--- src/rtl/load_store_unit_if.sv ---
// rtl/load_store_unit_if.sv - core request/response and memory data-port bundle for load_store_unit
//
// Ports (signals inside the interface):
//   req_valid / req_ready          core request handshake
//   req_we, req_funct3             1 = store; RV32I funct3 (B, H, W, BU, HU)
//   req_addr, req_wdata            byte address and store data
//   rsp_valid, rsp_rdata, rsp_fault one-cycle response pulse with extended load data or fault flag
//   mem_addr, mem_wdata            memory address and store data
//   mem_store, mem_load, mem_byte  memory strobes; mem_byte selects a byte access instead of a word
//   mem_rdata                      combinational memory read data
// Modports: slave = load/store unit side, master = core plus memory side.

interface load_store_unit_if;
  logic        req_valid;
  logic        req_ready;
  logic        req_we;
  logic [2:0]  req_funct3;
  logic [31:0] req_addr;
  logic [31:0] req_wdata;

  logic        rsp_valid;
  logic [31:0] rsp_rdata;
  logic        rsp_fault;

  logic [31:0] mem_addr;
  logic [31:0] mem_wdata;
  logic        mem_store;
  logic        mem_load;
  logic        mem_byte;
  logic [31:0] mem_rdata;

  modport slave (
    input  req_valid, req_we, req_funct3, req_addr, req_wdata, mem_rdata,
    output req_ready, rsp_valid, rsp_rdata, rsp_fault,
           mem_addr, mem_wdata, mem_store, mem_load, mem_byte
  );

  modport master (
    output req_valid, req_we, req_funct3, req_addr, req_wdata, mem_rdata,
    input  req_ready, rsp_valid, rsp_rdata, rsp_fault,
           mem_addr, mem_wdata, mem_store, mem_load, mem_byte
  );
endinterface

--- src/rtl/load_store_unit.sv ---
// rtl/load_store_unit.sv - RV32I load/store unit with alignment check and halfword splitting
//
// Ports:
//   clk  in   system clock, rising edge
//   rst  in   asynchronous active-high reset
//   bus  slave modport of load_store_unit_if:
//     req_*  one load/store per req_valid & req_ready handshake (accepted only in IDLE)
//     rsp_*  one-cycle response pulse; rsp_rdata sign/zero extended, 0 for stores and faults
//     mem_*  byte/word access port; halfwords are issued as two byte accesses (A, then A+1)

module load_store_unit (
  input  logic             clk,
  input  logic             rst,
  load_store_unit_if.slave bus
);

  localparam logic [1:0] S_IDLE = 2'd0;
  localparam logic [1:0] S_ACC0 = 2'd1;
  localparam logic [1:0] S_ACC1 = 2'd2;
  localparam logic [1:0] S_RESP = 2'd3;

  localparam logic [2:0] F3_B  = 3'b000;
  localparam logic [2:0] F3_H  = 3'b001;
  localparam logic [2:0] F3_W  = 3'b010;
  localparam logic [2:0] F3_BU = 3'b100;
  localparam logic [2:0] F3_HU = 3'b101;

  logic [1:0]  r_state;
  logic        r_we;
  logic [2:0]  r_funct3;
  logic [31:0] r_addr;
  logic [31:0] r_wdata;
  logic [31:0] r_buf;
  logic        r_fault;

  logic        w_accept;
  logic        w_fault_req;
  logic        w_half;
  logic        w_word;

  logic        w_req_ready;
  logic        w_rsp_valid;
  logic [31:0] w_rsp_rdata;
  logic        w_rsp_fault;
  logic [31:0] w_mem_addr;
  logic [31:0] w_mem_wdata;
  logic        w_mem_store;
  logic        w_mem_load;
  logic        w_mem_byte;

  assign w_req_ready = (r_state == S_IDLE) & ~rst;
  assign w_accept    = bus.req_valid & w_req_ready;

  // Classify the incoming request; any fault skips memory entirely.
  always_comb begin
    w_fault_req = 1'b0;
    case (bus.req_funct3)
      F3_B:    w_fault_req = 1'b0;
      F3_BU:   w_fault_req = bus.req_we;
      F3_H:    w_fault_req = bus.req_addr[0];
      F3_HU:   w_fault_req = bus.req_we | bus.req_addr[0];
      F3_W:    w_fault_req = (bus.req_addr[1:0] != 2'b00);
      default: w_fault_req = 1'b1;
    endcase
  end

  // Decoded from the latched funct3 so mid-operation changes on req_* are ignored.
  assign w_half = (r_funct3[1:0] == 2'b01);
  assign w_word = (r_funct3 == F3_W);

  always_ff @(posedge clk or posedge rst) begin
    if (rst) begin
      r_state  <= S_IDLE;
      r_we     <= 1'b0;
      r_funct3 <= 3'b000;
      r_addr   <= 32'h0;
      r_wdata  <= 32'h0;
      r_buf    <= 32'h0;
      r_fault  <= 1'b0;
    end else begin
      case (r_state)
        S_IDLE: begin
          if (w_accept) begin
            r_we     <= bus.req_we;
            r_funct3 <= bus.req_funct3;
            r_addr   <= bus.req_addr;
            r_wdata  <= bus.req_wdata;
            r_buf    <= 32'h0;
            r_fault  <= w_fault_req;
            r_state  <= w_fault_req ? S_RESP : S_ACC0;
          end
        end
        S_ACC0: begin
          if (!r_we) begin
            r_buf <= w_word ? bus.mem_rdata : {24'h0, bus.mem_rdata[7:0]};
          end
          r_state <= w_half ? S_ACC1 : S_RESP;
        end
        S_ACC1: begin
          // Second half of a halfword load: high byte lands above the low byte.
          if (!r_we) begin
            r_buf[15:8] <= bus.mem_rdata[7:0];
          end
          r_state <= S_RESP;
        end
        default: begin
          r_state <= S_IDLE;
        end
      endcase
    end
  end

  always_comb begin
    w_rsp_valid = 1'b0;
    w_rsp_rdata = 32'h0;
    w_rsp_fault = 1'b0;
    w_mem_addr  = 32'h0;
    w_mem_wdata = 32'h0;
    w_mem_store = 1'b0;
    w_mem_load  = 1'b0;
    w_mem_byte  = 1'b0;
    case (r_state)
      S_ACC0: begin
        w_mem_addr  = r_addr;
        w_mem_byte  = ~w_word;
        w_mem_load  = ~r_we;
        w_mem_store = r_we;
        if (r_we) begin
          w_mem_wdata = w_word ? r_wdata : {24'h0, r_wdata[7:0]};
        end
      end
      S_ACC1: begin
        // A[0] is 0 for any halfword that got here, so A+1 never carries.
        w_mem_addr  = {r_addr[31:1], 1'b1};
        w_mem_byte  = 1'b1;
        w_mem_load  = ~r_we;
        w_mem_store = r_we;
        if (r_we) begin
          w_mem_wdata = {24'h0, r_wdata[15:8]};
        end
      end
      S_RESP: begin
        w_rsp_valid = 1'b1;
        w_rsp_fault = r_fault;
        if (!r_fault && !r_we) begin
          case (r_funct3)
            F3_B:    w_rsp_rdata = {{24{r_buf[7]}}, r_buf[7:0]};
            F3_BU:   w_rsp_rdata = {24'h0, r_buf[7:0]};
            F3_H:    w_rsp_rdata = {{16{r_buf[15]}}, r_buf[15:0]};
            F3_HU:   w_rsp_rdata = {16'h0, r_buf[15:0]};
            F3_W:    w_rsp_rdata = r_buf;
            default: w_rsp_rdata = 32'h0;
          endcase
        end
      end
      default: begin
        w_rsp_valid = 1'b0;
      end
    endcase
  end

  assign bus.req_ready = w_req_ready;
  assign bus.rsp_valid = w_rsp_valid;
  assign bus.rsp_rdata = w_rsp_rdata;
  assign bus.rsp_fault = w_rsp_fault;
  assign bus.mem_addr  = w_mem_addr;
  assign bus.mem_wdata = w_mem_wdata;
  assign bus.mem_store = w_mem_store;
  assign bus.mem_load  = w_mem_load;
  assign bus.mem_byte  = w_mem_byte;

endmodule
--- src/flat_wrapper.sv ---
// flat-port wrapper written by rule: the top's interface ports become plain ports
module load_store_unit_flat 
  (clk, rst, bus_req_valid, bus_req_we, bus_req_funct3, bus_req_addr, bus_req_wdata, bus_mem_rdata, bus_req_ready, bus_rsp_valid, bus_rsp_rdata, bus_rsp_fault, bus_mem_addr, bus_mem_wdata, bus_mem_store, bus_mem_load, bus_mem_byte);
  load_store_unit_if bus_i ();
  input  logic clk;
  input  logic rst;
  input wire logic [$bits(bus_i.req_valid)-1:0] bus_req_valid;
  input wire logic [$bits(bus_i.req_we)-1:0] bus_req_we;
  input wire logic [$bits(bus_i.req_funct3)-1:0] bus_req_funct3;
  input wire logic [$bits(bus_i.req_addr)-1:0] bus_req_addr;
  input wire logic [$bits(bus_i.req_wdata)-1:0] bus_req_wdata;
  input wire logic [$bits(bus_i.mem_rdata)-1:0] bus_mem_rdata;
  output wire logic [$bits(bus_i.req_ready)-1:0] bus_req_ready;
  output wire logic [$bits(bus_i.rsp_valid)-1:0] bus_rsp_valid;
  output wire logic [$bits(bus_i.rsp_rdata)-1:0] bus_rsp_rdata;
  output wire logic [$bits(bus_i.rsp_fault)-1:0] bus_rsp_fault;
  output wire logic [$bits(bus_i.mem_addr)-1:0] bus_mem_addr;
  output wire logic [$bits(bus_i.mem_wdata)-1:0] bus_mem_wdata;
  output wire logic [$bits(bus_i.mem_store)-1:0] bus_mem_store;
  output wire logic [$bits(bus_i.mem_load)-1:0] bus_mem_load;
  output wire logic [$bits(bus_i.mem_byte)-1:0] bus_mem_byte;
  assign bus_i.req_valid = bus_req_valid;
  assign bus_i.req_we = bus_req_we;
  assign bus_i.req_funct3 = bus_req_funct3;
  assign bus_i.req_addr = bus_req_addr;
  assign bus_i.req_wdata = bus_req_wdata;
  assign bus_i.mem_rdata = bus_mem_rdata;
  assign bus_req_ready = bus_i.req_ready;
  assign bus_rsp_valid = bus_i.rsp_valid;
  assign bus_rsp_rdata = bus_i.rsp_rdata;
  assign bus_rsp_fault = bus_i.rsp_fault;
  assign bus_mem_addr = bus_i.mem_addr;
  assign bus_mem_wdata = bus_i.mem_wdata;
  assign bus_mem_store = bus_i.mem_store;
  assign bus_mem_load = bus_i.mem_load;
  assign bus_mem_byte = bus_i.mem_byte;
  load_store_unit u_core (.clk(clk), .rst(rst), .bus(bus_i));
endmodule
--- config.mk ---
export PLATFORM = sky130hd
export DESIGN_NAME = load_store_unit_flat
export DESIGN_NICKNAME = d
export VERILOG_FILES = /design/src/rtl/load_store_unit_if.sv /design/src/rtl/load_store_unit.sv /design/src/flat_wrapper.sv
export SDC_FILE = /design/constraint.sdc
export NUM_CORES = 1
export LEC_CHECK = 0
export CAP_MARGIN = 20
export CORE_MARGIN = 4
export CORE_UTILIZATION = 38
export DETAILED_ROUTE_END_ITERATION = 8
export PLACE_DENSITY = 0.81
export SETUP_SLACK_MARGIN = 0.2
export SYNTH_ARGS = -nofsm -noshare
export SYNTH_HDL_FRONTEND = slang
export SYNTH_SLANG_ARGS = --single-unit
--- constraint.sdc ---
create_clock -name clk -period 10.4 [get_ports clk]
set_input_delay 2.6 -clock clk [delete_from_list [all_inputs] [get_ports clk]]
set_output_delay 2.6 -clock clk [all_outputs]
set_load 0.02 [all_outputs]
## Yosys cells after proc, flatten, opt, wreduce, memory -nomap -nowiden

Index checks and enable logic that the tools add are counted.

- Input port bits: 103
- Bits in registers: 103
- Word-level logic and storage cells: 67
- Output and inout bits: 102

- Reduce and logical (&&, ||, !) cells: 13
- Equal/unequal tests: 15
- Bitwise operators: 6
- Mux-type cells: 25

Operators by type and width:

| operator | number |
|---|---|
| 32-bit 2-to-1 mux | 7 |
| 32-bit case mux with 5 select lines | 1 |
| 32-bit case mux with 2 select lines | 2 |
| 16-bit case mux with 2 select lines | 1 |
| 8-bit case mux with 3 select lines | 1 |
| 8-bit 2-to-1 mux | 2 |
| 8-bit case mux with 2 select lines | 1 |
| 3-bit equality test (second input constant) | 4 |
| 3-bit by 1-bit equality test with 1-bit output (second input constant) | 2 |
| 3-bit by 2-bit equality test with 1-bit output (second input constant) | 2 |
| 3-bit logical NOT | 2 |
| 2-bit case mux with 3 select lines | 1 |
| 1-bit 2-to-1 mux | 5 |
| 1-bit case mux with 5 select lines | 1 |
| 2-bit by 1-bit equality test with 1-bit output (second input constant) | 2 |
| 2-bit equality test (second input constant) | 2 |
| 2-bit 2-to-1 mux | 2 |
| 2-bit inequality test (second input constant) | 2 |
| 4-bit AND reduction | 1 |
| 2-bit nonzero test | 2 |
| 1-bit inverter | 3 |
| 3-bit AND reduction | 1 |
| 3-bit nonzero test | 1 |
| 1-bit bitwise AND | 2 |
| other kinds (8) | 9 |

## Logic depth before layout (Yosys ltp)

Gate-level depths: netlist (run 1).

- Depth after elaboration: 5
- Gate-level depth with buffers: 8

## Worst setup path before layout (run 1)

OpenSTA, ideal clock, no wires.

- Path kind: input to output
- From: input rst
- To: output bus_req_ready
- Data arrival time: 2.880 ns
- Setup slack: 4.920 ns
- Stages on the path: 1
- Data required time: 7.800 ns
- Path buffers: 0
- Cell sequence: nor2_1

- Cells in the longest elaborated chain, start to end: 2

Ends and longest elaborated chain:

| element | RTL line | text |
|---|---|---|
| from (decl) | flat_wrapper.sv:6 | `input logic rst;` |
| 1-bit inverter | load_store_unit.sv:51 | `assign w_req_ready = (r_state == S_IDLE) & ~rst;` |
| 1-bit bitwise AND | load_store_unit.sv:51 |  |
| to (decl) | flat_wrapper.sv:13 | `output wire logic [$bits(bus_i.req_ready)-1:0] bus_req_ready;` |

Every way passes these cells.

## Worst setup path in the final report (run 1)

Same ends and word-level chain as after synthesis.

==> results.tsv, run 1 <==
metric	value	unit
cts_tree	done	
synth_ff_type	dfrtp_1	
slew_headroom	27.7	%
num_rows	41	
power.switching	0.713	mW
finalNetCount	737	
netlist-cell-type-count	39	
initial_utilization	39.5	%
synth_top_family_by_area	multiplexers	
antenna_found_initial	0	
cap_violations	0	
cts.sinks	103	
holdPathEnd	u_core.r_wdata[21]	
die_w	123	um
final_layout_size_suffix_gt1_share	18.6	%
finish.utilization	59.1	%
clkTransAtPathRegs	0.07	ns
status	completed	
cpPeakStageDelay	0.61	ns
cellInternalPower	1.25	mW
path_cells	clkdlybuf4s50_1 -> nor2_1 -> clkdlybuf4s50_1	
synth.area.top_cells	dfrtp_1, mux2_2, and3_1	
rrSetupSlack	7.68	ns
p_sw_share	36.4	%
arrival	3.85	ns
ys_ff_latch	103	
final_antenna_net_count	0	
synth_area_leader_cell	dfrtp_1	
muxShareOfSynthArea	19.1	%
synthArstFlopShare	100	%
dp_slack	3.96	ns
routedWlPerCell	17.6	um
synth_simple_gate_area_share	13.1	%
r2r_cells	5	
regArea	0.00258	mm^2
post_cts_buffers	0	
synth_common_cells	dfrtp_1, mux2_2, and3_1	
dpl.hpwl	10300	um
vias_per_cell	5.11	
avgSynthCellArea	11.4	um^2
p_total	1.96	mW
syn_nets	552	
clock_latency	0.35	ns
comb_power_share	45.3	%
yosysTopAreaCellShare	50.9	%
hold_viol_final	0	
timing.final.ws_setup	3.95	ns
crit_type	in -> out	
cp_common_cell	clkdlybuf4s50_1	
core-area	0.0128	mm^2
dr.pass1.iters	4	
synthCells	445	
yosys.area_share.adder	0.989	%
clock_path_buffers	2	
p_per_area	258	mW/mm^2
syn_area	0.00506	mm^2
cpMaxStageDelayCell	clkdlybuf4s50_1	
setup-violations-final	0	
vias	4126	
drt_iter0_markers	212	
post_cts_resized	0	
dieArea	0.0152	mm^2
r2r_end	u_core.r_buf[29]	
crit_required	7.80	ns
track_usage	18.9	%
startpoint_type	input pin	
max_freq	155	MHz
skew	0.00558	ns
fin_crit	6.45	ns
pwr-share-clk	19.8	%
fin_crit_sh	62.0	%
synth_xor_area_share	0	%
cts_root_buf	clkbuf_16	
io_pins	205	
grt_pass1_wl	22200	um
cts_hold_repair.buffers	0	
leakage	3.19	nW
grt_pass1_vias	4355	
fillCellCount	1081	
yosys_warnings	0	
synth_edf_count	0	
grt_setup_unrepaired	false	
hp-class	reg -> reg	
final.setup.tns	0	ns
end_kind	output pin	
r2r_start	u_core.r_state[1]	
cts_buffers	9	
grt_max_degree	56	
ys_seq_area_share	50.9	%
synth_most_common_cell	dfrtp_1	
synth_compound_area_share	11.6	%
slew_viol_final	0	
routed_wl	14200	um
cts_htree_levels	3	
diodes	0	
min_from	u_core.r_wdata[21]	
grt_overflow	0	
hold_depth	1	
routabilityCongestion	0.745	
critical_path.max_fanout	5	
multiInputGateArea	0.00228	mm^2
drc	0	
timing.hold.ws	0.500	ns
worstMarginPinSlew	1.08	ns
seq_power_share	34.9	%
area_delta_synth_final	49.8	%
die_h	123	um
peakVddDrop	0.158	mV
portBuffers	204	
==> placed cells by master (no fill, tap or decap), drive strengths merged, types with 4 or more instances in the layout <==
cell / count
mux2i: 9
nor2: 22
a22oi: 10
buf: 8
clkdlybuf4s50: 204
and3: 32
a32o: 8
mux2: 78
nand2: 27
clkbuf: 10
inv: 16
ha: 4
dfrtp: 103
o21ai: 8
a22o: 17
and2: 26
a21oi: 24
==> critical path, delay by kind of cell <==
kind / cells / cell delay [ns]
simple gates: 1 / 0.13
buf+inv: 2 / 1.11
==> worst max-delay path by stage <==
| stage | startpoint | end | depth (start not counted) |
|---|---|---|---|
| finish | rst | bus_req_ready | 3 |
| global route | rst | bus_req_ready | 3 |
| CTS | rst | bus_req_ready | 3 |
| detailed placement | rst | bus_req_ready | 3 |
| global placement | rst | bus_req_ready | 3 |
| floorplan | rst | bus_req_ready | 1 |
==> flip-flops by register name (all words and copies together) (netlist names) <==
| name | count |
|---|---|
| u_core.r_fault | 1 |
| u_core.r_addr | 32 |
| u_core.r_wdata | 32 |
| u_core.r_we | 1 |
| u_core.r_state | 2 |
| u_core.r_funct3 | 3 |
| u_core.r_buf | 32 |
==> power groups by stage <==
stage	Clock, mW	Combinational [mW]	Sequential [mW]
2_1_floorplan	0	0.605	0.640
3_3_place_gp	0	0.863	0.677
3_5_place_dp	0	0.893	0.689
4_1_cts	0.401	0.897	0.682
5_1_grt	0.417	0.956	0.705
6_report	0.389	0.886	0.684
==> final cells by class <==
class	count	share of cell area (%)
flip-flops and latches	103	34.0
multi-input cells	290	30.1
repair buffers	212	27.8
clock buffers	10	3.02
well taps	172	2.84
clock inverters	6	1.52
inverters	14	0.726
==> routing by layer <==
layer	part of all wire, %	GRT usage, %
met1	42	23.4
met2	49	31.3
met3	7.9	6.82
met4	1.5	4.78
met5	0	0
==> kinds of logic after synthesis <==
logic type	count (synthesis)
multiplexers	87
adder cells (fa/ha/maj)	4
buffers and inverters	52
AND/OR/NAND/NOR	123
AO/OA/AOI/OAI	76
flip-flops	103
==> metrics by stage <==
step	area, um^2	cells
2_1_floorplan	5060	445
4_1_cts	7570	806
5_1_grt	7580	807
3_5_place_dp	7220	790
6_report	7580	807
3_3_place_gp	7210	789
Note: power is estimated with default switching activity, not from simulation.
==> run 2: changes to the inputs <==
Clock period 10.4 ns to 6.2 ns, I/O delays scaled along.
==> results.tsv, run 2 (synthesis gave the netlist of run 1 again) <==
metric	value	unit	change
portBuffers	204		unchanged
arrival	2.96	ns	was 3.85 ns
cts_htree_levels	3		unchanged
routedWlPerCell	18.0	um	was 17.6 um
cts.sinks	103		unchanged
diodes	0		unchanged
worstMarginPinSlew	0.962	ns	was 1.08 ns
core-area	0.0128	mm^2	unchanged
antenna_found_initial	0		unchanged
dr.pass1.iters	4		unchanged
cts_tree	done		unchanged
num_rows	41		unchanged
routed_wl	14600	um	was 14200 um
grt_max_degree	55		was 56
vias	4114		was 4126
reg.largest.list	u_core.r_addr x32, u_core.r_buf x32, u_core.r_wdata x32		unchanged
cpMaxStageDelayCell	clkdlybuf4s50_1		unchanged
critical_path.max_fanout	33		was 5
post_cts_resized	0		unchanged
dp_slack	1.80	ns	was 3.96 ns
final_common_cell	clkdlybuf4s50_1		unchanged
routabilityCongestion	0.743		was 0.745
cpPeakStageDelay	0.66	ns	was 0.61 ns
skew	0.00709	ns	was 0.00558 ns
r2r_end	u_core.r_buf[8]		was u_core.r_buf[29]
grt_setup_unrepaired	false		unchanged
p_total	3.20	mW	was 1.96 mW
place_inst	790		unchanged
status	completed		unchanged
dpl.hpwl	10500	um	was 10300 um
fin_crit_sh	72.7	%	
grt_pass1_wl	23100	um	was 22200 um
timing.final.ws_setup	1.69	ns	was 3.95 ns
endpoint	bus_mem_addr[0]		was bus_req_ready
leakage	3.19	nW	about the same
critPathLaunch	u_core.r_state[0]		was rst
drc	0		unchanged
cts_hold_repair.buffers	0		unchanged
clock_latency	0.35	ns	about the same
final_layout_size_suffix_gt1_share	19.0	%	was 18.6%
cts_buffers	9		unchanged
final.setup.tns	0	ns	unchanged
post_cts_buffers	0		unchanged
path_cells	inv_1 -> ha_1 -> or2_2 -> and2_1 -> o21a_1 -> clkdlybuf4s50_1		was clkdlybuf4s50_1 -> nor2_1 -> clkdlybuf4s50_1
dieArea	0.0152	mm^2	unchanged
end_kind	output pin		unchanged
max_freq	222	MHz	
final_cell_mix	clkdlybuf4s50_1, dfrtp_1, mux2_2, and3_1, nand2_1		unchanged
grt_pass1_vias	4407		was 4355
fillCellCount	1079		was 1081
initial_utilization	39.5	%	unchanged
die_w	123	um	unchanged
slew_viol_final	0		unchanged
cap_violations	0		unchanged
die_h	123	um	unchanged
setup-violations-final	0		unchanged
fin_crit	4.51	ns	
vias_per_cell	5.09		was 5.11
track_usage	19.6	%	was 18.9%
drt_iter0_markers	245		was 212
timing.hold.ws	0.501	ns	was 0.500 ns
min_from	u_core.r_addr[15]		was u_core.r_wdata[21]
cts_root_buf	clkbuf_16		unchanged
p_per_area	424	mW/mm^2	was 258 mW/mm^2
final_antenna_net_count	0		unchanged
hold_depth	1		unchanged
stdcell_count	809		was 807
clock_path_buffers	2		unchanged
peakVddDrop	0.237	mV	was 0.158 mV
io_pins	205		unchanged
slew_headroom	35.9	%	was 27.7%
grt_overflow	0		unchanged
crit_type	reg -> out		was in -> out
crit_required	4.65	ns	was 7.80 ns
hold_viol_final	0		unchanged
finalNetCount	739		was 737
r2r_cells	5		unchanged
startpoint_type	register		was input pin
hp-class	reg -> reg		unchanged
clkTransAtPathRegs	0.08	ns	was 0.07 ns
area_delta_synth_final	49.4	%	was 49.8%
rrSetupSlack	3.67	ns	was 7.68 ns
r2r_start	u_core.r_state[0]		was u_core.r_state[1]
run 2: layout make-up:
cell class / count / area [um^2] / share of cell area, %
clock inverters: 7 / 56.3 / 0.745
repair buffers: 214 / 2150 / 28.5
multi-input cells: 290 / 2280 / 30.1
well taps: 172 / 215 / 2.85
inverters: 14 / 55.1 / 0.728
clock buffers: 9 / 225 / 2.98
flip-flops and latches: 103 / 2580 / 34.1
run 2: how the worst min path moves through the flow:
stage / endpoint
6_report: u_core.r_addr[15]
5_1_grt: u_core.r_addr[4]
4_1_cts: u_core.r_wdata[31]
3_5_place_dp: u_core.r_addr[28]
3_3_place_gp: u_core.r_addr[22]
2_1_floorplan: u_core.r_fault
run 2: critical path, delay by kind of cell (launching register included):
kind	cells	cell delay (ns)
buf+inv	2	0.75
flops	1	0.42
fa+ha+maj	1	0.50
simple gates	2	0.81
compound gates	1	0.12
run 2: report_power, final:
group / internal [mW] / switching (mW)
sequential: 0.963 / 0.182
combinational: 0.747 / 0.768
clock: 0.277 / 0.268
total: 1.99 / 1.22
run 2: per-stage QoR:
step                instance area (um^2)  utilization (%)
floorplan                           5060                -
finish                              7560             58.9
global placement                    7230             56.3
global route                        7560             58.9
detailed placement                  7240             56.4
CTS                                 7520             58.6
run 2: metal layers:
| metal | share of wire (%) | global-route usage (%) | routed length [um] |
|---|---|---|---|
| met1 | 40 | 23.1 | 5790 |
| met4 | 1.7 | 6.16 | 252 |
| met2 | 50 | 33.4 | 7330 |
| met3 | 8.2 | 7.27 | 1190 |
| met5 | 0 | 0 | 0 |
